### src/rtl/mb8_acc_if.sv
// ----------------------------------------------------------------------------
// mb8_acc_if
// Bus bundle between a dot-product sequencer and the mb8_acc accumulator.
//   start     : begin a new accumulation (clears sum, count, sat flag)
//   in_valid  : product1 carries a valid product this cycle
//   product1  : signed 2*WIDTH-bit product from the Booth multiplier
//   acc_out   : registered signed running / final sum
//   out_valid : one-cycle pulse, acc_out holds the final sum
//   busy      : high while an accumulation is in progress
//   sat       : sticky, some addition in this accumulation clamped
// Modports: master drives the request side, slave is the accumulator.
// ----------------------------------------------------------------------------
interface mb8_acc_if #(
  parameter int WIDTH     = 8,
  parameter int ACC_WIDTH = 24
);
  logic                   start;
  logic                   in_valid;
  logic [2*WIDTH-1:0]     product1;
  logic [ACC_WIDTH-1:0]   acc_out;
  logic                   out_valid;
  logic                   busy;
  logic                   sat;

  modport master (
    output start,
    output in_valid,
    output product1,
    input  acc_out,
    input  out_valid,
    input  busy,
    input  sat
  );

  modport slave (
    input  start,
    input  in_valid,
    input  product1,
    output acc_out,
    output out_valid,
    output busy,
    output sat
  );
endinterface

### src/rtl/mb8_acc.sv
// ----------------------------------------------------------------------------
// mb8_acc
// Saturating dot-product accumulator behind an 8x8 Booth multiplier. After a
// start it sums LEN signed products (one per in_valid cycle, arbitrary gaps
// allowed) into a signed ACC_WIDTH-bit register, clamping at the signed range
// limits, then pulses out_valid for one cycle with the final sum.
// Ports:
//   CLK : rising-edge clock
//   RST : asynchronous active-low reset
//   bus : mb8_acc_if slave modport (start, in_valid, product1 in;
//         acc_out, out_valid, busy, sat out -- all outputs registered)
// ----------------------------------------------------------------------------
module mb8_acc #(
  parameter int WIDTH     = 8,
  parameter int ACC_WIDTH = 24,
  parameter int LEN       = 16
) (
  input  logic    CLK,
  input  logic    RST,
  mb8_acc_if.slave bus
);

  localparam int PW    = 2 * WIDTH;
  localparam int CNT_W = $clog2(LEN + 1);

  typedef enum logic [1:0] {
    IDLE = 2'd0,
    ACC  = 2'd1,
    DONE = 2'd2
  } state_t;

  // Saturating add of a sign-extended product to the accumulator.
  // Returns {clamped, result}. Because ACC_WIDTH > 2*WIDTH the exact sum
  // always fits in ACC_WIDTH+1 bits, so overflow shows as the top two bits
  // of that widened sum disagreeing; the top bit gives the direction.
  function automatic logic [ACC_WIDTH:0] sat_add(
    input logic [ACC_WIDTH-1:0] a,
    input logic [PW-1:0]        p
  );
    logic [ACC_WIDTH:0] ext_a;
    logic [ACC_WIDTH:0] ext_p;
    logic [ACC_WIDTH:0] sum;
    logic [ACC_WIDTH:0] res;
    ext_a = {a[ACC_WIDTH-1], a};
    ext_p = {{(ACC_WIDTH + 1 - PW){p[PW-1]}}, p};
    sum   = ext_a + ext_p;
    if (sum[ACC_WIDTH] != sum[ACC_WIDTH-1]) begin
      if (sum[ACC_WIDTH] == 1'b0) begin
        res = {1'b1, 1'b0, {(ACC_WIDTH - 1){1'b1}}};
      end else begin
        res = {1'b1, 1'b1, {(ACC_WIDTH - 1){1'b0}}};
      end
    end else begin
      res = {1'b0, sum[ACC_WIDTH-1:0]};
    end
    return res;
  endfunction

  state_t               state_r;
  state_t               state_nxt_s;
  logic [ACC_WIDTH-1:0] acc_r;
  logic [ACC_WIDTH-1:0] acc_nxt_s;
  logic [CNT_W-1:0]     cnt_r;
  logic [CNT_W-1:0]     cnt_nxt_s;
  logic                 sat_r;
  logic                 sat_nxt_s;
  logic                 busy_r;
  logic                 busy_nxt_s;
  logic                 out_valid_r;
  logic                 out_valid_nxt_s;
  logic [ACC_WIDTH:0]   add_res_s;

  // Candidate accumulator value for the current product.
  always_comb begin
    add_res_s = sat_add(acc_r, bus.product1);
  end

  // Next-state and next-output logic; a start always wins over in_valid.
  always_comb begin
    state_nxt_s = state_r;
    acc_nxt_s   = acc_r;
    cnt_nxt_s   = cnt_r;
    sat_nxt_s   = sat_r;
    case (state_r)
      IDLE: begin
        if (bus.start) begin
          state_nxt_s = ACC;
          acc_nxt_s   = {ACC_WIDTH{1'b0}};
          cnt_nxt_s   = {CNT_W{1'b0}};
          sat_nxt_s   = 1'b0;
        end else begin
          state_nxt_s = IDLE;
        end
      end
      ACC: begin
        if (bus.start) begin
          // Abort: restart from zero and drop this cycle's product.
          state_nxt_s = ACC;
          acc_nxt_s   = {ACC_WIDTH{1'b0}};
          cnt_nxt_s   = {CNT_W{1'b0}};
          sat_nxt_s   = 1'b0;
        end else if (bus.in_valid) begin
          acc_nxt_s = add_res_s[ACC_WIDTH-1:0];
          cnt_nxt_s = cnt_r + {{(CNT_W - 1){1'b0}}, 1'b1};
          sat_nxt_s = sat_r | add_res_s[ACC_WIDTH];
          if (cnt_r == CNT_W'(LEN - 1)) begin
            state_nxt_s = DONE;
          end else begin
            state_nxt_s = ACC;
          end
        end else begin
          state_nxt_s = ACC;
        end
      end
      DONE: begin
        if (bus.start) begin
          state_nxt_s = ACC;
          acc_nxt_s   = {ACC_WIDTH{1'b0}};
          cnt_nxt_s   = {CNT_W{1'b0}};
          sat_nxt_s   = 1'b0;
        end else begin
          state_nxt_s = IDLE;
        end
      end
      default: begin
        state_nxt_s = IDLE;
        acc_nxt_s   = {ACC_WIDTH{1'b0}};
        cnt_nxt_s   = {CNT_W{1'b0}};
        sat_nxt_s   = 1'b0;
      end
    endcase
    // Status outputs are registered copies decoded from the next state.
    busy_nxt_s      = (state_nxt_s == ACC);
    out_valid_nxt_s = (state_nxt_s == DONE);
  end

  // State, datapath and registered outputs; RST clears everything at once.
  always_ff @(posedge CLK or negedge RST) begin
    if (!RST) begin
      state_r     <= IDLE;
      acc_r       <= {ACC_WIDTH{1'b0}};
      cnt_r       <= {CNT_W{1'b0}};
      sat_r       <= 1'b0;
      busy_r      <= 1'b0;
      out_valid_r <= 1'b0;
    end else begin
      state_r     <= state_nxt_s;
      acc_r       <= acc_nxt_s;
      cnt_r       <= cnt_nxt_s;
      sat_r       <= sat_nxt_s;
      busy_r      <= busy_nxt_s;
      out_valid_r <= out_valid_nxt_s;
    end
  end

  assign bus.acc_out   = acc_r;
  assign bus.sat       = sat_r;
  assign bus.busy      = busy_r;
  assign bus.out_valid = out_valid_r;

endmodule

### src/flat_wrapper.sv
// flat-port wrapper written by rule: the top's interface ports become plain ports
module mb8_acc_flat 
#(
  parameter int WIDTH     = 8,
  parameter int ACC_WIDTH = 24,
  parameter int LEN       = 16
)
  (CLK, RST, bus_start, bus_in_valid, bus_product1, bus_acc_out, bus_out_valid, bus_busy, bus_sat);
  mb8_acc_if #(.WIDTH(WIDTH), .ACC_WIDTH(ACC_WIDTH)) bus_i ();
  input  logic CLK;
  input  logic RST;
  input wire logic [$bits(bus_i.start)-1:0] bus_start;
  input wire logic [$bits(bus_i.in_valid)-1:0] bus_in_valid;
  input wire logic [$bits(bus_i.product1)-1:0] bus_product1;
  output wire logic [$bits(bus_i.acc_out)-1:0] bus_acc_out;
  output wire logic [$bits(bus_i.out_valid)-1:0] bus_out_valid;
  output wire logic [$bits(bus_i.busy)-1:0] bus_busy;
  output wire logic [$bits(bus_i.sat)-1:0] bus_sat;
  assign bus_i.start = bus_start;
  assign bus_i.in_valid = bus_in_valid;
  assign bus_i.product1 = bus_product1;
  assign bus_acc_out = bus_i.acc_out;
  assign bus_out_valid = bus_i.out_valid;
  assign bus_busy = bus_i.busy;
  assign bus_sat = bus_i.sat;
  mb8_acc #(.WIDTH(WIDTH), .ACC_WIDTH(ACC_WIDTH), .LEN(LEN)) u_core (.CLK(CLK), .RST(RST), .bus(bus_i));
endmodule
### config.mk
export PLATFORM = sky130hd
export DESIGN_NAME = mb8_acc_flat
export DESIGN_NICKNAME = d
export VERILOG_FILES = /design/src/rtl/mb8_acc_if.sv /design/src/rtl/mb8_acc.sv /design/src/flat_wrapper.sv
export SDC_FILE = /design/constraint.sdc
export NUM_CORES = 1
export LEC_CHECK = 0
export BUFFER_PORTS_ARGS = -buffer_cell sky130_fd_sc_hd__buf_2
export CAP_MARGIN = 20
export CELL_PAD_IN_SITES_DETAIL_PLACEMENT = 2
export CELL_PAD_IN_SITES_GLOBAL_PLACEMENT = 2
export CORE_MARGIN = 2
export CORE_UTILIZATION = 35
export DETAILED_ROUTE_END_ITERATION = 7
export PLACE_DENSITY_LB_ADDON = 0.1
export SLEW_MARGIN = 20
export SYNTH_ARGS = -nofsm -noshare
export SYNTH_HDL_FRONTEND = slang
export SYNTH_SLANG_ARGS = --single-unit
### constraint.sdc
create_clock -name CLK -period 3.5 [get_ports CLK]
set_clock_uncertainty 0.15 [all_clocks]
set_input_delay 0.525 -clock CLK [delete_from_list [all_inputs] [get_ports CLK]]
set_output_delay 0.525 -clock CLK [all_outputs]
set_load 0.05 [all_outputs]
==> flow_summary.yaml, run 1 <==
outcome:
  outcome: "completed"
timing:
  setup_tns_ns: 0
  fmax_mhz: 343.9
  period_needed_ns: 2.908
  setup_viol: 0
  relSlewSlack: 0.4280
  worstMarginPinSlew_ns: 0.8580
  rsz0062_at_grt: "false"
  setup_ws_ns: 0.5920
  hold_slack_ns: 0.1803
  timing.final.max_slew_violations: 0
  min_period_over_period: 0.8309
  final_hold_viol_count: 0
clocking:
  cts.repair.resized: 0
  clk_pin_slew_worst_paths_ns: 0.08
  cts_hold_buf: 0
  post_cts_buffers: 0
  cts_sinks: 34
  cts_tree: "done"
  cts-buffers-inserted: 5
  clock_path_buffers: 2
  cts_max_level: 2
  clock-root-buffer: "clkbuf_8"
  worstSkewPairLatency_ns: 0.30
grt:
  grt_pass1_wl_um: 14410
  grt-ovfl-total: 0
  grt_max_degree: 35
  grt_pass1_vias: 2793
  groute.usage.overall: 0.2042
  antenna_found_initial: 0
layout:
  n_antenna_cell: 0
  fin_area_um2: 3323
  fin_nets: 417
  final_cell_count_no_fill: 476
  layout-drive-gt1-share: 0.2749
  syn2layout_area_growth_pct: 15.18
  post-route-util: 0.4106
  fillers: 958
route:
  wl_per_cell_um: 18.02
  dr_total_vias: 2568
  ant_nets: 0
  viasPerCell: 5.395
  route.detailed.drc: 0
  drt-total-wl_um: 8579
  first_iter_violations: 61
  drt_first_pass_iters: 4
floorplan:
  core_area_um2: 8093
  die_w_um: 94.80
  dieArea_um2: 8986
  die_y_um: 94.80
  initial_core_util: 0.3565
  pin_count: 47
  rows: 33
synth:
  yosysSeqAreaShare: 0.2949
  syn_inst: 324
  synth_common_cells: "nand2_1, dfrtp_1, a21oi_1, ha_1, nor2_1"
  syn_area_um2: 2885
  ys_ff_latch: 34
  ys_top_cells_by_area: "dfrtp_1, ha_1, nand2_1"
  yosysTopAreaCellShare: 0.2949
  synthArstFlopShare: 1.000
  yosysUniqueCellTypes: 55
  ys_warn_count: 0
  yosysTopAreaCell: "dfrtp_1"
  synthFlopType: "dfrtp_1"
  synth_nets: 371
  syn_avg_cell_area_um2: 8.905
  synth_edf_count: 0
  synth_most_common_cell: "nand2_1"
worst_setup_path:
  crit_type: "flop to flop"
  arrival_ns: 2.97
  critPathCaptureType: "flop"
  cpPeakStageDelay_ns: 0.45
  required_ns: 3.56
  crit_fanout: 16
  path_buf_inv: 1
  critPathTopFamily: "compound AO/OA/AOI/OAI gates"
  cp_slowest_cell: "fa_1"
  path_cells: "ha_1, fa_1, a211oi_2, o21a_2, a21oi_4, o21ai_2, o31a_4, xor2_4, buf_4, nor2_1, o21ai_0"
  worstSetupStartpointType: "flop"
pwr:
  power.total_mw: 2.850
  ir_worst_vdd_v: 0.0002795
  p_leak_nw: 1.610
  p_per_area_nw_per_um2: 857.6
job:
  cap_viol_max_count: 0
placement:
  dp_hpwl_um: 6518
  post-place-ws_ns: 0.4042
  gp_congestion: 0.7605
  place_area_um2: 3186
  placed_cells: 468
  port_buffers: 46
hold_path:
  hp-class: "input pin to asynchronous set/reset pin"
final timing paths:
path / from / to / slack (ns) / cells after the start
setup / recovery: u_core.bus.acc_out[0] / u_core.bus.acc_out[12] / 0.59 / 11
hold / removal: RST / u_core.bus.acc_out[6] / 0.18 / 1
setup reg to reg: u_core.bus.acc_out[0] / u_core.bus.acc_out[12] / 0.59 / 11
hold reg to reg: u_core.cnt_r[3] / u_core.cnt_r[3] / 0.33 / 1
max in group asynchronous: RST / u_core.bus.acc_out[14] / 2.48 / 1
min in group CLK: bus_start / u_core.cnt_r[2] / 0.31 / 2
layout by cell type, fill, tap and decap left out, drive strengths merged, types with 6 or more instances in the layout:
master and count:
a21o 10, a21oi 31, buf 51, dfrtp 34, ha 26, inv 8
nand2 42, nor2 35, o211ai 7, o21a 6, o21ai 41, xnor2 11
xor2 11
routing by layer:
layer / GRT usage / up-vias / wire length [um]
li1: - / 1248 / -
met1: 0.2663 / 1273 / 3963
met2: 0.3629 / 39 / 4341
met3: 0.02953 / 8 / 204
met4: 0.03261 / 0 / 70
met5: 0 / - / 0
kinds of logic (layout without fill, tap and decap cells):
group           count (synthesis)  after routing  share of synthesized area
compound gates                117            117                     0.2949
simple gates                  104            104                     0.1726
flops                          34             34                     0.2949
fa+ha+maj                      27             27                     0.1197
xor+xnor                       22             22                    0.07329
buf+inv                        20             67                    0.04466
where the power goes:
group          switching, mW  internal [mW]  total (mW)
registers             0.0845          0.487       0.571
logic                   1.21          0.607        1.82
clock network          0.177          0.286       0.463
final cells by class:
type	instances	area, um^2	area share
multi-input cells	270	1906	0.5734
flip-flops and latches	34	850.8	0.2560
repair buffers	51	267.8	0.08057
well taps	105	131.4	0.03953
clock buffers	5	68.82	0.02071
clock inverters	3	68.82	0.02071
inverters	8	30.03	0.009036
flip-flops by register name, indices dropped and copies added (netlist names):
register and count:
u_core.cnt_r 5, u_core.bus.busy 1, u_core.bus.out_valid 1, u_core.bus.acc_out 24
u_core.bus.sat 1, u_core.state_r 2
(Power assumes the default switching activity.)
==> run 2, diff against run 1 <==
CORE_UTILIZATION = 31   (was 35)
clock period = 2.5 ns   (was 3.5 ns; I/O delays follow)
==> run 2 against run 1 <==
The flow now finishes with violations (setup timing); cell count increased by 18%; global-route usage increased by 1.6 points; combinational power increased by 110%; first-iteration DRC count decreased by 16%.
==> flow_summary.yaml, run 2 (same netlist as run 1, synthesis figures left out) <==
clocking:
  cts-buffers-inserted: 5
  cts_sinks: 34
  clock-root-buffer: "clkbuf_8"
  clock_path_buffers: 2
  worstSkewPairLatency_ns: 0.30
  clk_pin_slew_worst_paths_ns: 0.09
  cts_tree: "done"
  cts_max_level: 2
route:
  drt-total-wl_um: 11910
  dr_total_vias: 2962
  wl_per_cell_um: 21.26
  drt_first_pass_iters: 4
  route.detailed.drc: 0
  first_iter_violations: 51
  ant_nets: 0
  viasPerCell: 5.289
pwr:
  p_per_area_nw_per_um2: 1243
  ir_worst_vdd_v: 0.0004396
  p_leak_nw: 2.034
placement:
  post-place-ws_ns: -0.2956
  gp_congestion: 0.8002
  port_buffers: 46
  placed_cells: 536
  dp_hpwl_um: 7570
timing:
  fmax_mhz: 358.1
  min_period_over_period: 1.117
  rsz0062_at_grt: "true"
  timing.final.max_slew_violations: 0
  worstMarginPinSlew_ns: 0.8716
  final_hold_viol_count: 0
  setup_ws_ns: -0.2923
  period_needed_ns: 2.792
  setup_viol: 24
  relSlewSlack: 0.4189
floorplan:
  die_y_um: 100.5
  initial_core_util: 0.3152
  die_w_um: 100.5
  dieArea_um2: 10100
  pin_count: 47
  rows: 35
  core_area_um2: 9153
grt:
  grt_pass1_wl_um: 17280
  grt-ovfl-total: 0
  antenna_found_initial: 0
  grt_pass1_vias: 3304
  groute.usage.overall: 0.2203
  grt_max_degree: 35
layout:
  layout_commonest_cell: "buf_4"
  layout_common_cells: "buf_4, buf_2, nand2_1, a21oi_1, dfrtp_1"
  post-route-util: 0.4731
  n_antenna_cell: 0
  fin_nets: 495
  fillers: 982
  seqCellArea_um2: 867.1
  layout-drive-gt1-share: 0.5167
  syn2layout_area_growth_pct: 50.09
  multi_input_area_um2: 2185
  largest_reg_flops: 24
  final_cell_count_no_fill: 560
hold_path:
  hp-class: "input pin to asynchronous set/reset pin"
worst_setup_path:
  cp-startpoint: "u_core.bus.acc_out[4]"
  critPathCaptureType: "flop"
  crit_fanout: 5
  timing.rr.start: "u_core.bus.acc_out[4]"
  reg2reg_slack_ns: -0.29
  reg2reg_depth: 11
  crit_type: "flop to flop"
  worstSetupStartpointType: "flop"
  arrival_ns: 2.83
  required_ns: 2.54
  r2r_end: "u_core.bus.acc_out[22]"
job:
  cap_viol_max_count: 0
outcome:
  violations: "setup timing"
  outcome: "complete, but fails checks"
[run 2: critical path, stage by stage, from the launching register on]
cell	delay [ns]
dfrtp_2	0.44
ha_4	0.30
o211ai_1	0.13
o211ai_1	0.37
nand2_2	0.14
o211ai_4	0.26
a21oi_4	0.15
xor2_4	0.21
buf_6	0.14
clkbuf_16	0.16
nor2_2	0.15
o21ai_2	0.07
[run 2: layout make-up]
class | count | share of cell area
Multi-Input combinational cell | 270 | 0.5045
Timing Repair Buffer | 129 | 0.2245
Sequential cell | 34 | 0.2002
Tap cell | 111 | 0.03207
Clock buffer | 5 | 0.01589
Clock inverter | 3 | 0.01589
Inverter | 8 | 0.006934
[run 2: power by group]
part / total [mW] / switching (mW) / internal (mW) / leakage (nW)
registers: 0.833 / 0.138 / 0.694 / 0.426
clock network: 0.655 / 0.254 / 0.400 / 0.0683
logic: 3.89 / 2.21 / 1.69 / 1.54
total: 5.38 / 2.60 / 2.78 / 2.03
[run 2: what timing repair did]
| item | 4_1_cts | 5_1_grt |
|---|---|---|
| hold buffers | 0 | 0 |
| resized for setup | 20 | 30 |
| pin swaps | 11 | 13 |
| buffers inserted | 6 | 7 |
| cloned | 1 | 3 |
| endpoints found under the setup margin | 24 | 24 |
[run 2: stage by stage]
step / power (mW) / cell area [um^2] / hold slack, ns / TNS (ns)
after floorplan: 2.877 / 2984 / -0.07059 / -2.313
after global placement: 3.887 / 3795 / 0.3180 / -2.386
after detailed placement: 4.000 / 3795 / 0.3287 / -5.606
after CTS: 4.855 / 4101 / 0.06649 / -2.563
after global routing: 5.726 / 4330 / 0.08615 / -7.913
final: 5.382 / 4330 / 0.03186 / -5.654
[run 2: metal layers]
| metal | track usage | share of wire | up-vias |
|---|---|---|---|
| met1 | 0.2747 | 0.42 | 1483 |
| met5 | 0 | 0 | - |
| li1 | - | - | 1412 |
| met3 | 0.03051 | 0.029 | 21 |
| met2 | 0.3991 | 0.53 | 46 |
| met4 | 0.05585 | 0.022 | 0 |
[run 2: worst max path at each step]
| stage | to | slack (ns) |
|---|---|---|
| finish | u_core.bus.acc_out[22] | -0.29 |
| global route | u_core.bus.acc_out[16] | -0.37 |
| CTS | u_core.bus.acc_out[22] | -0.16 |
| detailed placement | u_core.bus.acc_out[1] | -0.30 |
| global placement | u_core.bus.acc_out[22] | -0.13 |
| floorplan | u_core.bus.acc_out[4] | -0.13 |
